[config.mk]
export PLATFORM = sky130hd
export DESIGN_NAME = pipeline_hazard_ctrl_flat
export DESIGN_NICKNAME = d
export VERILOG_FILES = /design/src/rtl/pipeline_hazard_ctrl_if.sv /design/src/rtl/pipeline_hazard_ctrl.sv /design/src/flat_wrapper.sv
export SDC_FILE = /design/constraint.sdc
export NUM_CORES = 1
export LEC_CHECK = 0
export CAP_MARGIN = 40
export CORE_MARGIN = 2
export CORE_UTILIZATION = 30
export DETAILED_ROUTE_END_ITERATION = 6
export HOLD_SLACK_MARGIN = 0.1
export SYNTH_ARGS = -nofsm -noshare
export SYNTH_HDL_FRONTEND = slang
export SYNTH_SLANG_ARGS = --single-unit
[constraint.sdc]
create_clock -name clk -period 6.1 [get_ports clk]
set_clock_uncertainty 0.2 [all_clocks]
set_input_delay 1.83 -clock clk [delete_from_list [all_inputs] [get_ports clk]]
set_output_delay 1.83 -clock clk [all_outputs]
set_load 0.02 [all_outputs]
[src/rtl/pipeline_hazard_ctrl_if.sv]
// Bundle of the hazard controller's pipeline-side inputs and stage controls.
// HAZARD_CTRL_PERF_EN adds the stall_cnt/flush_cnt performance outputs.
interface pipeline_hazard_ctrl_if;
   logic [4:0]  id_rs;
   logic [4:0]  id_rt;
   logic        id_uses_rt;
   logic        ex_MemRead;
   logic [4:0]  ex_rt;
   logic        mem_branch_taken;
   logic        dmem_req;
   logic        dmem_ready;
   logic        pc_we;
   logic        ifid_we;
   logic        ifid_flush;
   logic        idex_we;
   logic        idex_bubble;
   logic        exmem_bubble;
   logic [1:0]  state;
   logic        mem_timeout_err;
`ifdef HAZARD_CTRL_PERF_EN
   logic [31:0] stall_cnt;
   logic [31:0] flush_cnt;
`endif

   modport master (
`ifdef HAZARD_CTRL_PERF_EN
      input  stall_cnt, flush_cnt,
`endif
      output id_rs, id_rt, id_uses_rt, ex_MemRead, ex_rt,
      output mem_branch_taken, dmem_req, dmem_ready,
      input  pc_we, ifid_we, ifid_flush, idex_we, idex_bubble, exmem_bubble,
      input  state, mem_timeout_err
   );

   modport slave (
`ifdef HAZARD_CTRL_PERF_EN
      output stall_cnt, flush_cnt,
`endif
      input  id_rs, id_rt, id_uses_rt, ex_MemRead, ex_rt,
      input  mem_branch_taken, dmem_req, dmem_ready,
      output pc_we, ifid_we, ifid_flush, idex_we, idex_bubble, exmem_bubble,
      output state, mem_timeout_err
   );
endinterface

[src/rtl/pipeline_hazard_ctrl.sv]
// ID-stage hazard controller: load-use stalls, branch flushes and data-memory waits.
// Optional HAZARD_CTRL_PERF_EN adds saturating stall/flush cycle counters.
module pipeline_hazard_ctrl #(
   parameter int unsigned FLUSH_CYCLES = 1,
   parameter int unsigned LU_CYCLES    = 1,
   parameter int unsigned MEM_TIMEOUT  = 0
) (
   input  logic                   clk,
   input  logic                   rst,
   pipeline_hazard_ctrl_if.slave  hz
);

   typedef enum logic [1:0] {
      RUN      = 2'd0,
      LU_STALL = 2'd1,
      FLUSH    = 2'd2,
      MEM_WAIT = 2'd3
   } state_t;

   localparam logic [3:0] FLUSH_RELOAD = 4'(FLUSH_CYCLES - 1);
   localparam logic [3:0] LU_RELOAD    = 4'(LU_CYCLES - 1);
   localparam logic [7:0] TIMEOUT      = 8'(MEM_TIMEOUT);

   state_t     state_r, state_s, wait_state_s;
   logic [3:0] cnt_r, cnt_s;
   logic [7:0] tcnt_r, tcnt_s, wait_cnt_s, wait_tcnt_s;
   logic       hazard_s, mem_stall_s, timeout_hit_s;
   logic       pc_we_s, ifid_we_s, ifid_flush_s, idex_we_s;
   logic       idex_bubble_s, exmem_bubble_s, err_s;

   // Hazard detection and the shared memory-wait bookkeeping.
   always_comb begin
      hazard_s      = hz.ex_MemRead && (hz.ex_rt != 5'd0) &&
                      ((hz.ex_rt == hz.id_rs) || (hz.id_uses_rt && (hz.ex_rt == hz.id_rt)));
      mem_stall_s   = hz.dmem_req && !hz.dmem_ready;
      // The cycle that first detects the wait already counts as wait cycle one.
      wait_cnt_s    = ((state_r == MEM_WAIT) ? tcnt_r : 8'd0) + 8'd1;
      timeout_hit_s = (TIMEOUT != 8'd0) && (wait_cnt_s == TIMEOUT);
      wait_state_s  = timeout_hit_s ? RUN : MEM_WAIT;
      wait_tcnt_s   = (timeout_hit_s || (TIMEOUT == 8'd0)) ? 8'd0 : wait_cnt_s;
   end

   // Next-state and Mealy control outputs.
   always_comb begin
      pc_we_s        = 1'b1;
      ifid_we_s      = 1'b1;
      ifid_flush_s   = 1'b0;
      idex_we_s      = 1'b1;
      idex_bubble_s  = 1'b0;
      exmem_bubble_s = 1'b0;
      err_s          = 1'b0;
      state_s        = state_r;
      cnt_s          = cnt_r;
      tcnt_s         = tcnt_r;
      case (state_r)
         RUN, LU_STALL: begin
            if (mem_stall_s) begin
               pc_we_s   = 1'b0;
               ifid_we_s = 1'b0;
               idex_we_s = 1'b0;
               err_s     = timeout_hit_s;
               state_s   = wait_state_s;
               tcnt_s    = wait_tcnt_s;
               cnt_s     = 4'd0;
            end else if (hz.mem_branch_taken) begin
               ifid_flush_s   = 1'b1;
               idex_bubble_s  = 1'b1;
               exmem_bubble_s = 1'b1;
               if (FLUSH_CYCLES > 32'd1) begin
                  state_s = FLUSH;
                  cnt_s   = FLUSH_RELOAD;
               end else begin
                  state_s = RUN;
                  cnt_s   = 4'd0;
               end
            end else if (state_r == LU_STALL) begin
               pc_we_s       = 1'b0;
               ifid_we_s     = 1'b0;
               idex_bubble_s = 1'b1;
               if (cnt_r <= 4'd1) begin
                  state_s = RUN;
                  cnt_s   = 4'd0;
               end else begin
                  cnt_s = cnt_r - 4'd1;
               end
            end else if (hazard_s) begin
               pc_we_s       = 1'b0;
               ifid_we_s     = 1'b0;
               idex_bubble_s = 1'b1;
               if (LU_CYCLES > 32'd1) begin
                  state_s = LU_STALL;
                  cnt_s   = LU_RELOAD;
               end else begin
                  state_s = RUN;
                  cnt_s   = 4'd0;
               end
            end else begin
               state_s = RUN;
            end
         end
         FLUSH: begin
            ifid_flush_s  = 1'b1;
            idex_bubble_s = 1'b1;
            if (hz.mem_branch_taken) begin
               cnt_s = FLUSH_RELOAD;
            end else if (cnt_r <= 4'd1) begin
               state_s = RUN;
               cnt_s   = 4'd0;
            end else begin
               cnt_s = cnt_r - 4'd1;
            end
         end
         MEM_WAIT: begin
            if (hz.dmem_ready) begin
               state_s = RUN;
               tcnt_s  = 8'd0;
            end else begin
               pc_we_s   = 1'b0;
               ifid_we_s = 1'b0;
               idex_we_s = 1'b0;
               err_s     = timeout_hit_s;
               state_s   = wait_state_s;
               tcnt_s    = wait_tcnt_s;
            end
         end
         default: begin
            state_s = RUN;
            cnt_s   = 4'd0;
            tcnt_s  = 8'd0;
         end
      endcase
   end

   // Outputs are held idle for as long as reset is asserted.
   always_comb begin
      if (rst) begin
         hz.pc_we           = 1'b1;
         hz.ifid_we         = 1'b1;
         hz.ifid_flush      = 1'b0;
         hz.idex_we         = 1'b1;
         hz.idex_bubble     = 1'b0;
         hz.exmem_bubble    = 1'b0;
         hz.mem_timeout_err = 1'b0;
      end else begin
         hz.pc_we           = pc_we_s;
         hz.ifid_we         = ifid_we_s;
         hz.ifid_flush      = ifid_flush_s;
         hz.idex_we         = idex_we_s;
         hz.idex_bubble     = idex_bubble_s;
         hz.exmem_bubble    = exmem_bubble_s;
         hz.mem_timeout_err = err_s;
      end
   end

   assign hz.state = state_r;

   // State and counter registers.
   always_ff @(posedge clk or posedge rst) begin
      if (rst) begin
         state_r <= RUN;
         cnt_r   <= 4'd0;
         tcnt_r  <= 8'd0;
      end else begin
         state_r <= state_s;
         cnt_r   <= cnt_s;
         tcnt_r  <= tcnt_s;
      end
   end

`ifdef HAZARD_CTRL_PERF_EN
   logic [31:0] stall_cnt_r, flush_cnt_r;

   // Saturating performance counters.
   always_ff @(posedge clk or posedge rst) begin
      if (rst) begin
         stall_cnt_r <= 32'd0;
         flush_cnt_r <= 32'd0;
      end else begin
         if (!hz.pc_we && (stall_cnt_r != 32'hFFFF_FFFF)) begin
            stall_cnt_r <= stall_cnt_r + 32'd1;
         end else begin
            stall_cnt_r <= stall_cnt_r;
         end
         if (hz.ifid_flush && (flush_cnt_r != 32'hFFFF_FFFF)) begin
            flush_cnt_r <= flush_cnt_r + 32'd1;
         end else begin
            flush_cnt_r <= flush_cnt_r;
         end
      end
   end

   assign hz.stall_cnt = stall_cnt_r;
   assign hz.flush_cnt = flush_cnt_r;
`endif

endmodule
[src/flat_wrapper.sv]
// flat-port wrapper written by rule: the top's interface ports become plain ports
module pipeline_hazard_ctrl_flat 
#(
   parameter int unsigned FLUSH_CYCLES = 1,
   parameter int unsigned LU_CYCLES    = 1,
   parameter int unsigned MEM_TIMEOUT  = 0
)
  (clk, rst, hz_id_rs, hz_id_rt, hz_id_uses_rt, hz_ex_MemRead, hz_ex_rt, hz_mem_branch_taken, hz_dmem_req, hz_dmem_ready, hz_pc_we, hz_ifid_we, hz_ifid_flush, hz_idex_we, hz_idex_bubble, hz_exmem_bubble, hz_state, hz_mem_timeout_err);
  pipeline_hazard_ctrl_if hz_i ();
  input  logic clk;
  input  logic rst;
  input wire logic [$bits(hz_i.id_rs)-1:0] hz_id_rs;
  input wire logic [$bits(hz_i.id_rt)-1:0] hz_id_rt;
  input wire logic [$bits(hz_i.id_uses_rt)-1:0] hz_id_uses_rt;
  input wire logic [$bits(hz_i.ex_MemRead)-1:0] hz_ex_MemRead;
  input wire logic [$bits(hz_i.ex_rt)-1:0] hz_ex_rt;
  input wire logic [$bits(hz_i.mem_branch_taken)-1:0] hz_mem_branch_taken;
  input wire logic [$bits(hz_i.dmem_req)-1:0] hz_dmem_req;
  input wire logic [$bits(hz_i.dmem_ready)-1:0] hz_dmem_ready;
  output wire logic [$bits(hz_i.pc_we)-1:0] hz_pc_we;
  output wire logic [$bits(hz_i.ifid_we)-1:0] hz_ifid_we;
  output wire logic [$bits(hz_i.ifid_flush)-1:0] hz_ifid_flush;
  output wire logic [$bits(hz_i.idex_we)-1:0] hz_idex_we;
  output wire logic [$bits(hz_i.idex_bubble)-1:0] hz_idex_bubble;
  output wire logic [$bits(hz_i.exmem_bubble)-1:0] hz_exmem_bubble;
  output wire logic [$bits(hz_i.state)-1:0] hz_state;
  output wire logic [$bits(hz_i.mem_timeout_err)-1:0] hz_mem_timeout_err;
  assign hz_i.id_rs = hz_id_rs;
  assign hz_i.id_rt = hz_id_rt;
  assign hz_i.id_uses_rt = hz_id_uses_rt;
  assign hz_i.ex_MemRead = hz_ex_MemRead;
  assign hz_i.ex_rt = hz_ex_rt;
  assign hz_i.mem_branch_taken = hz_mem_branch_taken;
  assign hz_i.dmem_req = hz_dmem_req;
  assign hz_i.dmem_ready = hz_dmem_ready;
  assign hz_pc_we = hz_i.pc_we;
  assign hz_ifid_we = hz_i.ifid_we;
  assign hz_ifid_flush = hz_i.ifid_flush;
  assign hz_idex_we = hz_i.idex_we;
  assign hz_idex_bubble = hz_i.idex_bubble;
  assign hz_exmem_bubble = hz_i.exmem_bubble;
  assign hz_state = hz_i.state;
  assign hz_mem_timeout_err = hz_i.mem_timeout_err;
  pipeline_hazard_ctrl #(.FLUSH_CYCLES(FLUSH_CYCLES), .LU_CYCLES(LU_CYCLES), .MEM_TIMEOUT(MEM_TIMEOUT)) u_core (.clk(clk), .rst(rst), .hz(hz_i));
endmodule
==> results of run 1 <==
sequential cells by signal (all words and copies together), names as in the netlist:
name and flops:
u_core.cnt_r 4, u_core.hz.state 2
layout by cell type (no fill, tap or decap), drive strengths merged:
cell           synthesis  final
xnor2                  1      1
a22oi                  1      1
a21oi                  5      5
inv                    6      6
mux2i                  2      2
or3                    1      1
xor2                   9      9
clkdlybuf4s50          0     27
or4                    3      3
nand2b                 2      2
dlymetal6s2s           0      2
nand2                  2      2
o41a                   1      1
o31a                   1      1
o21ai                  5      5
conb                   1      1
a21o                   3      3
a211oi                 1      1
o22ai                  1      1
a32oi                  1      1
ha                     2      2
nand3b                 1      1
nor2b                  2      2
a22o                   1      1
nor4                   2      2
nor3b                  1      1
nor3                   1      1
clkbuf                 1      3
mux2                   1      1
dfrtp                  6      6
o31ai                  3      3
nor2                   7      7
final timing paths:
| check | slack [ns] | startpoint | cells after the start | to |
|---|---|---|---|---|
| min | 0.36 | u_core.cnt_r[0] | 1 | u_core.cnt_r[0] |
| max reg2reg | 4.37 | u_core.cnt_r[0] | 6 | u_core.hz.state[1] |
| min reg2reg | 0.36 | u_core.cnt_r[0] | 1 | u_core.cnt_r[0] |
| max | 0.14 | hz_ex_rt[1] | 6 | hz_idex_bubble |
| min in group asynchronous | 1.75 | rst | 2 | u_core.hz.state[0] |
| max in group asynchronous | 3.74 | rst | 2 | u_core.cnt_r[1] |
Yosys cell counts (all sizes together) (2+ instances only):
master | number | area share, %
or4 | 3 | 3.5
nor4 | 2 | 2.0
dfrtp | 6 | 24
o31ai | 3 | 3.5
nor2b | 2 | 2.0
inv | 6 | 3.5
ha | 2 | 3.9
mux2i | 2 | 3.1
xor2 | 9 | 12
buf | 3 | 4.1
o21ai | 5 | 4.5
nand2 | 2 | 1.2
nand2b | 2 | 2.0
a21oi | 5 | 3.9
nor2 | 7 | 4.1
a21o | 3 | 3.5
report_power, final:
group          switching [uW]  total [uW]  internal, uW
Clock                    13.6        35.8          22.2
Sequential               25.8        75.7          50.0
Combinational            59.6         130          70.6
Total                    99.0         242           143
worst max-delay path, cell delays in order:
cell and delay (ns):
clkdlybuf4s50_1 0.46, or4_1 0.55, o21ai_2 0.14, nor2_1 0.08, o41a_1 0.32, clkdlybuf4s50_1 0.54
layout make-up:
type                       instances  area (um^2)  share of cell area [%]
multi-input combinational         61          425                    44.8
timing repair buffer              29          295                    31.1
sequential                         6          150                    15.8
tap                               27         33.8                    3.56
clock buffer                       3         22.5                    2.37
inverter                           6         22.5                    2.37
through the flow:
stage,util (%),cells,total power (uW)
floorplan,-,77,164
global placement,46.5,129,207
detailed placement,46.5,129,208
CTS,47.7,132,246
global route,47.9,132,265
finish,47.9,132,242
cell families after synthesis:
group	Yosys count
compound gates	23
xor+xnor	10
fa+ha+maj	2
buf+inv	10
flops	6
mux	3
other cells	1
simple gates	22
metal layers:
layer / track usage [%] / wire length [um] / vias to the layer above
met1: 16.1 / 596 / 287
met2: 23.2 / 785 / 23
li1: - / - / 331
met5: 0 / 0 / -
met4: 8.33 / 14 / 0
met3: 2.12 / 65 / 2
==> impl_metrics.tcl, run 1 <==
set metrics [dict create \
    status "finished clean" \
    htree_levels 1 \
    finalSetupViolations 0 \
    antenna_found_initial 0 \
    cts.repair.resized 0 \
    grt_pass1_wl_um 2660 \
    crit_type "in2out" \
    synthAdderAreaFrac_pct 3.92 \
    max-cap-violations 0 \
    grt_max_degree 16 \
    port_buffers 29 \
    first_global_vias 687 \
    cp.arrival_ns 3.93 \
    synthFlopType "dfrtp_1" \
    cts_made_buffers 3 \
    synthesis.area_um2 638 \
    end_kind "output pin" \
    antennaDiodeCount 0 \
    drive_gt1_share_pct 4.76 \
    synth_fp_nets 101 \
    critPathRequiredTime_ns 4.07 \
    start_kind "primary input" \
    initial_core_util_pct 32.2 \
    power.density_nw_per_um2 255 \
    totalWireLength_um 1460 \
    cts_buffer_depth 2 \
    worstPathMaxFanout 3 \
    post-route-period-util_pct 97.7 \
    dp_hpwl_um 1240 \
    dr.pass1.iters 4 \
    ys_warn_count 0 \
    synth-simple-area-share_pct 18.8 \
    hp-class "reg2reg" \
    finalInstanceArea_um2 950 \
    muxShareOfSynthArea_pct 4.90 \
    path_clk_slew_ns 0.04 \
    holdBufCountCts 0 \
    cts.sinks 6 \
    via_count 643 \
    yosys_register_bits 6 \
    finalHoldViolCount 0 \
    ir_worst_vdd_mv 0.108 \
    gp_congestion 0.703 \
    root_buffer "clkbuf_4" \
    post-place-ws_ns 0.0496 \
    grt-ovfl-total 0 \
    ios 31 \
    track_usage_pct 13.8 \
    drc_errors 0 \
    drt-wirelength-per-cell_um 11.1 \
    dpl-instance-area_um2 922 \
    area_delta_synth_final_pct 48.8 \
    synth_top_family_by_area "compound AO/OA/AOI/OAI gates" \
    drt-vias-per-instance 4.87 \
    drt_iter0_drc 6 \
    fp.dieW_um 50.1 \
    syn_avg_cell_area_um2 8.29 \
    p_leak_uw 0.000389 \
    synth_compound_area_share_pct 24.7 \
    synth.distinct_cells 33 \
    fmax_ghz 0.168 \
    cts_tree "done" \
    synthCells 77 \
    rows 16 \
    die_area_um2 2510 \
    fin_tns_setup_ns 0 \
    async_flop_share_pct 100 \
    nFillCells 195 \
    synth-edff-count 0 \
    clkLatencyLatePin_ns 0.24 \
    whs_ns 0.360 \
    die_h_um 50.1 \
    slew_viol_final 0 \
    cts_setup_buffers 0 \
    setup_ws_ns 0.138 \
    synthXorXnorAreaFrac_pct 13.7 \
    yosysSeqAreaShare_pct 23.5 \
    min_period_ns 5.96 \
    core_area_um2 1980 \
    final_antenna_net_count 0 \
    rsz0062_at_grt "false" \
    nets 131 \
]
No activity file was read; power rests on OpenSTA's default activity.
==> inputs of run 2 (changes only) <==
--- a/config.mk
+++ b/config.mk
@@ -6,10 +6,11 @@
 export NUM_CORES = 1
 export LEC_CHECK = 0
 export CAP_MARGIN = 40
-export CORE_MARGIN = 2
+export CORE_MARGIN = 4
 export CORE_UTILIZATION = 30
 export DETAILED_ROUTE_END_ITERATION = 6
 export HOLD_SLACK_MARGIN = 0.1
 export SYNTH_ARGS = -nofsm -noshare
 export SYNTH_HDL_FRONTEND = slang
 export SYNTH_SLANG_ARGS = --single-unit
+export TNS_END_PERCENT = 50
==> constraint.sdc (replaced) <==
create_clock -name clk -period 6.1 [get_ports clk]
set_clock_uncertainty 0.2 [all_clocks]
set_input_delay 1.22 -clock clk [delete_from_list [all_inputs] [get_ports clk]]
set_output_delay 1.22 -clock clk [all_outputs]
set_load 0.02 [all_outputs]
==> impl_metrics.tcl, run 2 (synthesized netlist as in run 1, its figures left out) <==
set metrics [dict create \
    cts_tree "done" \
    cts.sinks 6 \
    worstRegToRegCells 6 \
    core_area_um2 1980 \
    die_h_um 54.1 \
    slew_viol_final 0 \
    post-route-period-util_pct 78.9 \
    final_common_cell "clkdlybuf4s50_1" \
    gp_congestion 0.719 \
    rrSetupSlack_ns 4.39 \
    rows 16 \
    power.density_nw_per_um2 255 \
    status "finished clean" \
    largest_reg_flops 4 \
    drt-wirelength-per-cell_um 11.1 \
    max-cap-violations 0 \
    fmax_ghz 0.208 \
    port_buffers 29 \
    via_count 639 \
    totalWireLength_um 1460 \
    first_global_vias 620 \
    worstHoldPathCells 1 \
    finalSetupViolations 0 \
    dr.pass1.iters 3 \
    dpl-instance-area_um2 922 \
    path_clk_slew_ns 0.04 \
    finalHoldViolCount 0 \
    final_cell_mix "clkdlybuf4s50_1 (29), xor2_1 (9), nor2_1 (7)" \
    cp.arrival_ns 3.40 \
    setup_ws_ns 1.28 \
    stdcell_count 132 \
    fp.dieW_um 54.1 \
    worstPathMaxFanout 3 \
    ir_worst_vdd_mv 0.117 \
    p_leak_uw 0.000387 \
    grt_pass1_wl_um 2500 \
    initial_core_util_pct 32.2 \
    cts_buffer_depth 2 \
    start_kind "primary input" \
    min_period_ns 4.82 \
    dp_hpwl_um 1260 \
    rsz0062_at_grt "false" \
    htree_levels 1 \
    nets 131 \
    grt_max_degree 16 \
    die_area_um2 2930 \
    hp-class "reg2reg" \
    antenna_found_initial 0 \
    top_register "u_core.cnt_r" \
    grt-ovfl-total 0 \
    finalInstanceArea_um2 945 \
    drt-vias-per-instance 4.84 \
    drt_iter0_drc 12 \
    area_delta_synth_final_pct 48.0 \
    root_buffer "clkbuf_4" \
    clkLatencyLatePin_ns 0.24 \
    cts_setup_buffers 0 \
    end_kind "output pin" \
    final_antenna_net_count 0 \
    holdBufCountCts 0 \
    crit_type "in2out" \
    drive_gt1_share_pct 4.76 \
    ios 31 \
    critPathRequiredTime_ns 4.68 \
    cts_made_buffers 3 \
    cts.repair.resized 0 \
    drc_errors 0 \
    track_usage_pct 11.7 \
    post-place-ws_ns 1.26 \
    antennaDiodeCount 0 \
    fin_tns_setup_ns 0 \
    dpl.cell_count 129 \
]
-- run 2: per-stage QoR --
| step | hold WS [ns] | util, % | power (uW) |
|---|---|---|---|
| floorplan | 0.312 | - | 164 |
| CTS | 0.348 | 47.7 | 243 |
| global placement | 0.336 | 46.5 | 207 |
| global route | 0.379 | 47.7 | 265 |
| finish | 0.344 | 47.7 | 241 |
| detailed placement | 0.343 | 46.5 | 207 |
-- run 2: path summary, 6_finish.rpt --
check / startpoint / end
worst min register to register: u_core.cnt_r[0] / u_core.cnt_r[0]
max in group asynchronous: rst / u_core.cnt_r[1]
min in group asynchronous: rst / u_core.hz.state[0]
worst max register to register: u_core.cnt_r[0] / u_core.hz.state[1]
worst min-delay path: u_core.cnt_r[0] / u_core.cnt_r[0]
worst max-delay path: hz_ex_rt[1] / hz_pc_we
-- run 2: worst max-delay path: stages --
cell	delay (ns)
clkdlybuf4s50_1	0.46
or4_1	0.55
o21ai_2	0.14
nor2_1	0.08
o31ai_1	0.27
clkdlybuf4s50_1	0.67
-- run 2: layout make-up --
class / count / area, um^2
Timing Repair Buffer: 29 / 290
Sequential cell: 6 / 150
Multi-Input combinational cell: 61 / 425
Fill cell: 196 / 1040
Tap cell: 27 / 33.8
Clock buffer: 3 / 22.5
Inverter: 6 / 22.5
-- run 2: per-layer routing --
layer / vias up / part of all wire, % / global-route usage [%]
met2: 17 / 50 / 19.7
met3: 0 / 7.7 / 3.60
met4: 0 / 0 / 4.98
met1: 284 / 43 / 13.4
li1: 338 / - / -
met5: - / 0 / 0
-- run 2: where the power goes --
part	internal (uW)	switching, uW	leakage, uW
Clock	22.1	12.6	0.0000138
Sequential	50.0	26.8	0.0000808
Combinational	70.9	58.4	0.000292
==> inputs of run 3 (changes only) <==
==> constraint.sdc (replaced) <==
create_clock -name clk -period 4.2 [get_ports clk]
set_clock_uncertainty 0.2 [all_clocks]
set_input_delay 0.84 -clock clk [delete_from_list [all_inputs] [get_ports clk]]
set_output_delay 0.84 -clock clk [all_outputs]
set_load 0.02 [all_outputs]
==> impl_metrics.tcl, run 3 (synthesized netlist as in run 1, its figures left out) <==
set metrics [dict create \
    finalHoldViolCount 0 \
    largest_reg_flops 4 \
    finalSetupViolations 0 \
    final_common_cell "clkdlybuf4s50_1" \
    via_count 639 \
    worstPathMaxFanout 3 \
    rsz0062_at_grt "false" \
    grt_max_degree 16 \
    top_register "u_core.cnt_r" \
    end_kind "output pin" \
    die_area_um2 2930 \
    cts_tree "done" \
    final_cell_mix "clkdlybuf4s50_1 (29), xor2_1 (9), nor2_1 (7)" \
    gp_congestion 0.690 \
    htree_levels 1 \
    drt_iter0_drc 8 \
    dr.pass1.iters 4 \
    max-cap-violations 0 \
    register_area_um2 150 \
    root_buffer "clkbuf_4" \
    cts_buffer_depth 2 \
    antennaDiodeCount 0 \
    totalWireLength_um 1430 \
    holdPathEnd "u_core.cnt_r[0]" \
    min_from "u_core.cnt_r[0]" \
    cts.repair.resized 0 \
    cts_setup_buffers 0 \
    dpl.cell_count 130 \
    first_global_vias 599 \
    worstRegToRegCells 6 \
    antenna_found_initial 0 \
    area_delta_synth_final_pct 49.2 \
    hp-class "reg2reg" \
    rrSetupSlack_ns 2.50 \
    status "finished clean" \
    clkLatencyLatePin_ns 0.23 \
    drt-vias-per-instance 4.80 \
    critPathRequiredTime_ns 3.16 \
    min_period_ns 4.04 \
    path_clk_slew_ns 0.04 \
    drt-wirelength-per-cell_um 10.8 \
    drc_errors 0 \
    die_h_um 54.1 \
    holdBufCountCts 0 \
    cts.sinks 6 \
    grt-ovfl-total 0 \
    rr_endpoint "u_core.hz.state[1]" \
    post-route-period-util_pct 96.3 \
    fp.dieW_um 54.1 \
    fmax_ghz 0.247 \
    start_kind "primary input" \
    cts_made_buffers 3 \
    fin_tns_setup_ns 0 \
    nets 132 \
    slew_viol_final 0 \
    worstHoldPathCells 1 \
    multiInputGateArea_um2 425 \
    rows 16 \
    ir_worst_vdd_mv 0.158 \
    final_antenna_net_count 0 \
    cp.arrival_ns 3.00 \
    nFillCells 194 \
    crit_type "in2out" \
    port_buffers 29 \
    p_leak_uw 0.000392 \
    total_power_uw 349 \
    stdcell_count 133 \
    drive_gt1_share_pct 5.66 \
    initial_core_util_pct 32.2 \
    core_area_um2 1980 \
    whs_ns 0.348 \
    ios 31 \
    grt_pass1_wl_um 2330 \
    power.density_nw_per_um2 367 \
    dp_hpwl_um 1250 \
    r2r-start "u_core.cnt_r[0]" \
    track_usage_pct 11.0 \
]
## run 3: how the worst max path moves through the flow
stage | startpoint | end | cells after the start
floorplan | hz_ex_rt[1] | hz_pc_we | 5
global placement | hz_ex_rt[1] | hz_pc_we | 6
detailed placement | hz_ex_rt[1] | hz_pc_we | 6
CTS | hz_ex_rt[1] | hz_pc_we | 6
global route | hz_ex_rt[1] | hz_pc_we | 6
finish | hz_ex_rt[1] | hz_pc_we | 6
## run 3: final cells by class
type | count | share of cell area, %
Multi-Input combinational cell | 61 | 44.7
Timing Repair Buffer | 30 | 31.3
Sequential cell | 6 | 15.8
Tap cell | 27 | 3.55
Clock buffer | 3 | 2.37
Inverter | 6 | 2.37
## run 3: power breakdown
group          internal (uW)  switching (uW)  total [uW]
registers               72.6            36.9         109
clock network           32.2            18.4        50.6
logic                    104            85.5         189
total                    208             141         349
## run 3: metal layers
layer / GRT usage, % / vias up / share of wire, %
met5: 0 / - / 0
met4: 4.98 / 0 / 0
met3: 3.05 / 0 / 6.1
met2: 18.3 / 19 / 48
met1: 12.9 / 280 / 46
li1: - / 340 / -
## run 3: through the flow
step	setup WS (ns)	utilization [%]	instance area (um^2)
3_5_place_dp	0.117	46.9	930
6_report	0.156	48.0	952
5_1_grt	0.00375	48.0	952
2_1_floorplan	0.715	-	638
4_1_cts	0.121	48.0	952
3_3_place_gp	0.172	46.9	930
## run 3: worst max-delay path, stage by stage
cell             delay [ns]
clkdlybuf4s50_1        0.46
or4_1                  0.55
o21ai_2                0.15
nor2_1                 0.08
o31ai_1                0.26
clkdlybuf4s50_1        0.66
